===== src/rtl/median_pkg.sv =====
// Shared state encoding and burst constants for the median filter arbiter.
package median_pkg;

    typedef enum logic [2:0] {IDLE, GRANT, LOAD, WAIT, GAP} state_t;

    localparam int BURST_LEN   = 9;
    localparam int MED_LATENCY = 41;

endpackage


===== src/rtl/rr_pick.sv =====
// Combinational round-robin picker: first asserted request at or after ptr_i, wrapping.
module rr_pick #(
    parameter int NREQ = 4,
    parameter int IW   = (NREQ > 1) ? $clog2(NREQ) : 1
) (
    input  logic [NREQ-1:0] req_i,
    input  logic [IW-1:0]   ptr_i,
    output logic [NREQ-1:0] onehot_o,
    output logic [IW-1:0]   idx_o,
    output logic            valid_o
);

    logic [IW-1:0] cand;

    // Walk offsets from farthest to nearest so the nearest hit is the one that sticks.
    always_comb begin
        idx_o    = '0;
        valid_o  = 1'b0;
        cand     = '0;
        onehot_o = '0;
        for (int k = NREQ - 1; k >= 0; k--) begin
            cand = IW'((int'(ptr_i) + k) % NREQ);
            if (req_i[cand]) begin
                idx_o   = cand;
                valid_o = 1'b1;
            end
        end
        for (int i = 0; i < NREQ; i++) begin
            onehot_o[i] = valid_o && (idx_o == IW'(i));
        end
    end

endmodule


===== src/rtl/median_arbiter.sv =====
// Round-robin arbiter sharing one 3x3 median filter between NREQ pixel requesters,
// with burst-length and grant-timeout policing.
module median_arbiter
    import median_pkg::*;
#(
    parameter int NREQ   = 4,
    parameter int WIDTH  = 8,
    parameter int GNT_TO = 16
) (
    input  logic                  CLK,
    input  logic                  nRST,
    input  logic [NREQ-1:0]       REQ,
    output logic [NREQ-1:0]       GNT,
    input  logic [NREQ-1:0]       DSI_REQ,
    input  logic [NREQ*WIDTH-1:0] DI_REQ,
    output logic [NREQ-1:0]       DSO_REQ,
    output logic [WIDTH-1:0]      DO,
    output logic                  M_DSI,
    output logic [WIDTH-1:0]      M_DI,
    input  logic [WIDTH-1:0]      M_DO,
    input  logic                  M_DSO,
    output logic                  BUSY,
    output logic                  ERR
);

    localparam int IW = (NREQ > 1) ? $clog2(NREQ) : 1;
    localparam int TW = $clog2(GNT_TO + 1);
    localparam logic [3:0] BL = 4'(BURST_LEN);

    state_t          state_q;
    logic [NREQ-1:0] gnt_q;
    logic [IW-1:0]   g_q;
    logic [IW-1:0]   ptr_q;
    logic [3:0]      cnt_q;
    logic [TW-1:0]   to_q;
    logic            err_q;

    logic [NREQ-1:0] pick_oh;
    logic [IW-1:0]   pick_idx;
    logic            pick_vld;
    logic            dsi_g;
    logic            req_g;
    logic [IW-1:0]   g_next;

    rr_pick #(.NREQ(NREQ), .IW(IW)) u_pick (
        .req_i    (REQ),
        .ptr_i    (ptr_q),
        .onehot_o (pick_oh),
        .idx_o    (pick_idx),
        .valid_o  (pick_vld)
    );

    assign dsi_g  = DSI_REQ[g_q];
    assign req_g  = REQ[g_q];
    assign g_next = (g_q == IW'(NREQ - 1)) ? '0 : g_q + 1'b1;

    always_comb begin
        M_DI = '0;
        for (int i = 0; i < NREQ; i++) begin
            if (g_q == IW'(i)) M_DI = DI_REQ[i*WIDTH +: WIDTH];
        end
    end

    // The filter sees at most BURST_LEN strobes; anything past that is cut off here.
    always_comb begin
        M_DSI = 1'b0;
        case (state_q)
            GRANT:   M_DSI = dsi_g;
            LOAD:    M_DSI = dsi_g && (cnt_q < BL);
            default: M_DSI = 1'b0;
        endcase
    end

    assign DSO_REQ = (state_q == WAIT && M_DSO) ? gnt_q : '0;
    assign DO      = M_DO;
    assign BUSY    = (state_q != IDLE);
    assign GNT     = gnt_q;
    assign ERR     = err_q;

    always_ff @(posedge CLK or negedge nRST) begin
        if (!nRST) begin
            state_q <= IDLE;
            gnt_q   <= '0;
            g_q     <= '0;
            ptr_q   <= '0;
            cnt_q   <= '0;
            to_q    <= '0;
            err_q   <= 1'b0;
        end else begin
            err_q <= M_DSO && (state_q != WAIT);
            case (state_q)
                IDLE: begin
                    if (pick_vld) begin
                        gnt_q   <= pick_oh;
                        g_q     <= pick_idx;
                        to_q    <= '0;
                        state_q <= GRANT;
                    end
                end
                GRANT: begin
                    if (dsi_g) begin
                        cnt_q   <= 4'd1;
                        state_q <= LOAD;
                    end else if (!req_g || to_q == TW'(GNT_TO - 1)) begin
                        gnt_q   <= '0;
                        ptr_q   <= g_next;
                        state_q <= IDLE;
                    end else begin
                        to_q <= to_q + 1'b1;
                    end
                end
                LOAD: begin
                    if (dsi_g) begin
                        if (cnt_q == BL) begin
                            err_q   <= 1'b1;
                            state_q <= WAIT;
                        end else begin
                            cnt_q <= cnt_q + 1'b1;
                        end
                    end else begin
                        // A short burst still goes to WAIT: the filter starts on DSI falling.
                        if (cnt_q != BL) err_q <= 1'b1;
                        state_q <= WAIT;
                    end
                end
                WAIT: begin
                    if (M_DSO) begin
                        gnt_q   <= '0;
                        ptr_q   <= g_next;
                        state_q <= GAP;
                    end
                end
                GAP:     state_q <= IDLE;
                default: state_q <= IDLE;
            endcase
        end
    end

endmodule


===== config.mk =====
export PLATFORM = sky130hd
export DESIGN_NAME = median_arbiter
export DESIGN_NICKNAME = d
export VERILOG_FILES = /design/src/rtl/median_pkg.sv /design/src/rtl/rr_pick.sv /design/src/rtl/median_arbiter.sv
export SDC_FILE = /design/constraint.sdc
export NUM_CORES = 1
export LEC_CHECK = 0
export ABC_CLOCK_PERIOD_IN_PS = 2220
export CAP_MARGIN = 5
export CORE_MARGIN = 4
export CORE_UTILIZATION = 31
export CTS_BUF_LIST = sky130_fd_sc_hd__clkbuf_16
export DETAILED_ROUTE_END_ITERATION = 12
export DONT_BUFFER_PORTS = 1
export SLEW_MARGIN = 0
export SYNTH_ARGS = -nofsm -noshare
export SYNTH_HDL_FRONTEND = slang
export SYNTH_SLANG_ARGS = --single-unit
export TNS_END_PERCENT = 30

===== constraint.sdc =====
create_clock -name CLK -period 2.22 [get_ports CLK]
set_clock_uncertainty 0.1 [all_clocks]
set_input_delay 0.666 -clock CLK [delete_from_list [all_inputs] [get_ports CLK]]
set_output_delay 0.666 -clock CLK [all_outputs]
set_load 0.005 [all_outputs]

==> results of run 1 <==
[final cells by class]
type | count | share of cell area [%]
Timing Repair Buffer | 17 | 6.81
Tap cell | 70 | 4.33
Clock inverter | 1 | 0.248
Multi-Input combinational cell | 140 | 56.8
Inverter | 10 | 1.98
Sequential cell | 21 | 26.1
Clock buffer | 3 | 3.72
[worst max-delay path, stage by stage, from the launching register on]
cell and delay [ns]:
dfrtp_2 0.48, inv_4 0.10, ha_4 0.12, nor2b_4 0.28, a221oi_2 0.11, o31ai_2 0.23
[per-layer routing]
layer | share of wire [%] | vias to the layer above | routed length, microns
li1 | - | 701 | -
met1 | 43 | 698 | 1780
met2 | 52 | 25 | 2160
met3 | 3.4 | 4 | 139
met4 | 0.99 | 0 | 41
met5 | 0 | - | 0
[through the flow]
| stage | power [W] | hold slack [ns] | setup TNS, ns | std cells | instance area (sq um) |
|---|---|---|---|---|---|
| after floorplan | 0.00170 | 0.270 | -0.177 | 189 | 1670 |
| final | 0.00278 | 0.417 | -1.11 | 262 | 2020 |
| after global routing | 0.00302 | 0.461 | -1.74 | 262 | 2020 |
| after global placement | 0.00206 | 0.271 | -0.270 | 254 | 1760 |
| after detailed placement | 0.00208 | 0.271 | -0.321 | 254 | 1760 |
| after CTS | 0.00273 | 0.432 | -1.12 | 261 | 1980 |
[worst min-delay path by stage]
stage                       start        to  slack (ns)
final                     to_q[4]   to_q[4]        0.42
after global routing        M_DSO       ERR        0.46
after CTS                 to_q[4]   to_q[4]        0.43
after detailed placement     nRST  cnt_q[3]        0.27
after global placement       nRST  cnt_q[0]        0.27
after floorplan              nRST       ERR        0.27
[cell families (layout without fill, tap and decap cells)]
| group | count (synthesis) | after routing | share of synthesized area [%] |
|---|---|---|---|
| and+or+nand+nor | 65 | 65 | 21.5 |
| AOI/OAI and AO/OA | 56 | 56 | 25.1 |
| buffers and inverters | 28 | 31 | 8.10 |
| DFF | 21 | 21 | 31.5 |
| adders and majority gates | 9 | 9 | 6.75 |
| muxes | 8 | 8 | 6.00 |
| xor gates and xnor gates | 2 | 2 | 1.05 |
[Yosys cell counts, drive strengths merged, types with 2 or more instances]
master	instances	area [sq um]
and3	2	12.5
a22o	5	43.8
mux2	6	67.6
o21ai	7	35.0
nand2	15	56.3
o31ai	9	67.6
dfrtp	21	526
ha	9	113
nor2	8	30.0
nand2b	5	31.3
inv	10	37.5
nor3	2	10.0
nor3b	3	22.5
nor2b	13	81.3
buf	8	60.1
a21oi	8	40.0
clkbuf	10	37.5
xor2	2	17.5
and2	4	25.0
nand3b	3	22.5
o2bb2ai	2	17.5
o211ai	3	22.5
nand3	3	15.0
a21boi	2	15.0
a221oi	7	61.3
a22oi	2	15.0
[where the power goes]
group          switching (W)  internal [W]  leakage, nW  total (W)
sequential          0.000151      0.000529        0.269   0.000681
combinational       0.000890      0.000832        0.521    0.00172
clock               0.000140      0.000242       0.0409   0.000382
[registers in the layout (all words and copies together), names as in the netlist]
name     cells
ERR          1
to_q         5
state_q      3
g_q          2
ptr_q        2
GNT          4
cnt_q        4
[repair_timing]
action | CTS | global route
hold buffers | 1 | 0
endpoints found under the setup margin | 9 | 16
setup buffers | 2 | 1
endpoints found under the hold margin | 21 | 0
resized for setup | 25 | 10
pin swaps | 9 | 11
gates cloned | 0 | 0
==> out/summary.txt, run 1 <==
Most used routing layer = met2
Clock slew at reported path FFs = 0.06 ns
Most common cell after layout, fill and taps aside = dfrtp_1
# diodes = 0
Pins Over Slew Limit = 0
CP max FO = 7
Required @ worst endpoint = 1.45 ns
IR drop worst, VDD = 0.000435 V
Synth Flop Type = dfrtp_1
Hold Crit Class = reg2reg
All-Layer GR Usage = 12.2%
Routed WL per cell = 15.8 microns
# setup viols final = 9
FF-to-FF Start = g_q[0]
Post-Syn Instances = 189
GR Layer Usage met1 = 15.8%
Fillers = 504
Area Overhead vs Synth = 21.2%
Initial DRC Count = 44
IO Count = 78
Initial antenna violation count = 0
Die height = 81.4 microns
Die width = 81.4 microns
Reg2reg path depth = 6
Ratio of cells with drive above 1 in the final layout = 29.7%
Seq cells post-synth = 21
Ratio of final minimum period to clock period = 106%
Crit Reg-Reg Endpoint = ptr_q[0]
Fmax = 424 MHz
Crit start category = flip-flop
# port buffers = 0
Initial core utilization = 32.2%
DRT Pass-1 Iters = 4
DRC Markers = 0
Met2 Usage GRT = 19.7%
Max-cap violation count = 0
Commonest cells after routing, fill and taps aside = dfrtp_1, nand2_1, buf_4
Post-synth EDFFs = 0
CTS tree = built
Period minus WS final = 2.36 ns
Site Rows = 26
Failing checks = setup timing
Core area = 0.00517 sq mm
Power density cells = 1380 mW/mm^2
NumNets Final = 253
Syn_area_per_cell = 8.82 sq um
Hold Crit Depth = 2
P_leak = 0.831 nW
Final WL = 4130 microns
Total CTS buffers = 3
First-pass GRT wire length = 6290 microns
Seq/Total Area, Yosys = 31.5%
End point of the critical path = M_DI[3]
Grt ovf = 0
Register area = 527 sq um
Vias in the first global route = 1,300
Max-slew headroom = 36.1%
Async S/R FF share, synth = 100%
Status = complete, but fails checks
Unique masters post-synth = 46
Hold Vio Cnt, Final = 0
Final design utilization = 39.1%
Max Root-Sink Buffers = 2
CP arrival = 1.59 ns
Nature of the critical path endpoint = output pin
CTS root buf = clkbuf_16
Worst Setup Slack, final = -0.140 ns
Clock sinks = 21
Area of the multi-input gates = 0.00115 sq mm
ANT nets after route = 0
Worst-Margin Slew = 0.956 ns
Post-DP HPWL = 2990 microns
H-tree Lvls = 1
Clock Latency Late Sink = 0.25 ns
Syn nets = 249
R2R Setup Slk = 0.07 ns
Largest net degree at the start of global routing = 22
Drt via density = 5.45
Post-place setup slack = -0.106 ns
Post-synthesis cell area = 0.00167 sq mm
GPL Wtd Cong = 0.781
Via Count = 1,428
Synth warn = 0
Critical Path Source = g_q[0]
Critical path class = reg2out
Die area = 0.00662 sq mm
RSZ-0062 raised after global routing = yes
GR Util met3 = 3.33%
No activity file was read; power rests on OpenSTA's default activity.
==> run 2: changes to the inputs <==
--- a/config.mk
+++ b/config.mk
@@ -7,7 +7,7 @@
 export LEC_CHECK = 0
 export ABC_CLOCK_PERIOD_IN_PS = 2220
 export CAP_MARGIN = 5
-export CORE_MARGIN = 4
+export CORE_MARGIN = 2
 export CORE_UTILIZATION = 31
 export CTS_BUF_LIST = sky130_fd_sc_hd__clkbuf_16
 export DETAILED_ROUTE_END_ITERATION = 12
==> run 2 against run 1 <==
Against the previous run:
- the run still ends with setup timing left
- clock power down 1%
- via count down 2.5%
- combinational power up 3%
- design area grew 2.3%
- global-route usage grew 0.99 points
- cell count up 1.1%
==> out/summary.txt, run 2 (synthesis gave the netlist of run 1 again) <==
Status = complete, but fails checks
Failing checks = setup timing
CTS root buf = clkbuf_16
Total CTS buffers = 3 (unchanged)
Pins Over Slew Limit = 0 (unchanged)
Commonest cells after routing, fill and taps aside = dfrtp_1, nand2_1, buf_4
Die height = 77.4 microns (-4.9%)
ANT nets after route = 0 (unchanged)
Max-cap violation count = 0 (unchanged)
Worst path depth = 6 (+1)
H-tree Lvls = 1 (unchanged)
Final WL = 4010 microns (-2.9%)
Flop pwr share = 24.6% (+0.2 points)
Drt via density = 5.26 (-3.6%)
Area of the multi-input gates = 0.00115 sq mm (+0.44%)
Hold Crit Class = reg2reg
Clock Latency Late Sink = 0.25 ns (about the same)
CP max stage cell = dfrtp_2
Met2 Usage GRT = 22.5% (+2.8 points)
RSZ-0062 raised after global routing = yes
Max Root-Sink Buffers = 2 (unchanged)
Nature of the critical path endpoint = output pin
Power density cells = 1390 mW/mm^2 (+0.58%)
Fmax = 431 MHz (+1.7%)
CP delay by family, top = flip-flops
Die width = 77.4 microns (-4.9%)
Routed WL per cell = 15.1 microns (-4.0%)
CP max stage delay = 0.48 ns (about the same)
P_int = 0.00167 W (+4.3%)
Clock power share = 13.2% (-0.5 points)
Core area = 0.00514 sq mm (-0.63%)
Period minus WS final = 2.32 ns (-0.0384 ns)
Critical path class = reg2out
IR drop worst, VDD = 0.000444 V (+2.0%)
Clock sinks = 21 (unchanged)
Initial core utilization = 32.4% (+0.20 points)
Min Hold Slack = 0.423 ns (+0.00600 ns)
P_leak = 0.852 nW (+2.4%)
Register area = 527 sq um (unchanged)
Via Count = 1,393 (-2.5%)
Post-DP Area = 0.00174 sq mm (-0.85%)
Setup_tns = -0.804 ns (+0.301 ns)
IO Count = 78 (unchanged)
Logic gate share of total power = 62.2% (+0.3 points)
Site Rows = 26 (unchanged)
Die area = 0.00598 sq mm (-9.6%)
All-Layer GR Usage = 13.2% (+0.99 points)
Fillers = 529 (+5.0%)
CP arrival = 1.56 ns (-0.03 ns)
CTS tree = built
Initial DRC Count = 57 (+30%)
Top reg by flops = to_q
Crit Reg-Reg Endpoint = GNT[3]
Reg2reg path depth = 6 (unchanged)
# diodes = 0 (unchanged)
Initial antenna violation count = 0 (unchanged)
Worst Setup Slack, final = -0.101 ns (+0.0384 ns)
GR Util met3 = 3.37% (+0.046 points)
Max-slew headroom = 62.4% (+26 points)
# setup viols final = 9 (unchanged)
GPL Wtd Cong = 0.805 (+3.0%)
Hold Startpoint = to_q[4]
GR Layer Usage met1 = 17.3% (+1.5 points)
Most common cell after layout, fill and taps aside = dfrtp_1
DRT Pass-1 Iters = 4 (unchanged)
Ratio of final minimum period to clock period = 105% (-1.7 points)
Vias in the first global route = 1,369 (+5.3%)
Switch share = 41.6% (-0.78 points)
Most used routing layer = met2
WHS Endpoint = to_q[4]
FF-to-FF Start = g_q[1]
Crit start category = flip-flop
Worst path bufs/invs = 2 (+1)
Hold Crit Depth = 2 (unchanged)
NumNets Final = 256 (+1.2%)
Worst-Margin Slew = 0.562 ns (-0.393 ns)
R2R Setup Slk = 0.07 ns (about the same)
# port buffers = 0 (unchanged)
Net Sw Power = 0.00119 W (+0.99%)
Post-DP HPWL = 2820 microns (-5.6%)
CP max FO = 5 (-2)
CP Cell Sequence = inv_4 -> ha_4 -> nor2b_4 -> buf_12 -> a221oi_2 -> o31ai_2
Largest register FFs = 5 (unchanged)
Area Overhead vs Synth = 23.9%
DRC Markers = 0 (unchanged)
Largest net degree at the start of global routing = 18 (-18%)
First-pass GRT wire length = 6630 microns (+5.5%)
Clock slew at reported path FFs = 0.06 ns (about the same)
Hold Vio Cnt, Final = 0 (unchanged)
Grt ovf = 0 (unchanged)
Design area = 0.00207 sq mm (+2.3%)
Required @ worst endpoint = 1.45 ns (about the same)
Ratio of cells with drive above 1 in the final layout = 30.8% (+1.1 points)
run 2: power groups by stage:
stage                     registers [W]  clock network (W)  logic, W
after floorplan                0.000644                  0   0.00106
after global placement         0.000700                  0   0.00134
after detailed placement       0.000701                  0   0.00135
after CTS                      0.000704           0.000389   0.00172
after global routing           0.000731           0.000408   0.00198
final                          0.000704           0.000378   0.00178
run 2: worst max path at each step:
| stage | startpoint | endpoint | slack (ns) |
|---|---|---|---|
| floorplan | DSI_REQ[3] | GNT[2] | -0.06 |
| global placement | DSI_REQ[3] | GNT[2] | -0.1 |
| detailed placement | DSI_REQ[3] | GNT[3] | -0.1 |
| CTS | g_q[0] | M_DSI | -0.12 |
| global route | g_q[0] | M_DI[1] | -0.17 |
| finish | g_q[0] | M_DI[4] | -0.10 |
run 2: layout make-up:
cell class	instances	share of cell area [%]
Inverter	10	1.94
Multi-Input combinational cell	140	55.8
Clock buffer	3	3.63
Timing Repair Buffer	20	8.66
Tap cell	70	4.24
Sequential cell	21	25.5
Clock inverter	1	0.242
run 2: stage by stage:
stage / utilization (%) / cells / worst slack (ns) / power [W]
3_5_place_dp: 33.9 / 252 / -0.0978 / 0.00205
6_report: 40.2 / 265 / -0.101 / 0.00287
5_1_grt: 40.2 / 265 / -0.172 / 0.00312
3_3_place_gp: 33.9 / 252 / -0.0967 / 0.00204
4_1_cts: 39.3 / 263 / -0.118 / 0.00281
2_1_floorplan: - / 189 / -0.0609 / 0.00170
run 2: worst reg2reg max path, stage by stage (launching register included):
cell and delay (ns):
dfrtp_1 0.42, buf_6 0.14, buf_4 0.14, mux2_4 0.31, a221o_1 0.32, a311o_1 0.37
a22o_1 0.24
run 2: layer usage:
layer,vias up,part of all wire (%)
met1,669,46
met3,2,3.3
met2,19,51
met4,0,0.25
met5,-,0
li1,703,-
run 2: timing repair:
action / in CTS / in global routing
buffers inserted: 6 / 1
gates resized for setup: 29 / 11
endpoints found under the hold margin: 12 / 9
pin swaps: 9 / 7
hold buffers: 1 / 1
endpoints found under the setup margin: 9 / 21
==> run 3: changes to the inputs <==
--- a/config.mk
+++ b/config.mk
@@ -10,6 +10,7 @@
 export CORE_MARGIN = 2
 export CORE_UTILIZATION = 31
 export CTS_BUF_LIST = sky130_fd_sc_hd__clkbuf_16
+export CTS_CLUSTER_DIAMETER = 200
 export DETAILED_ROUTE_END_ITERATION = 12
 export DONT_BUFFER_PORTS = 1
 export SLEW_MARGIN = 0
==> results of run 3 <==
Final layout, timing and power as in run 2 (identical DEF).
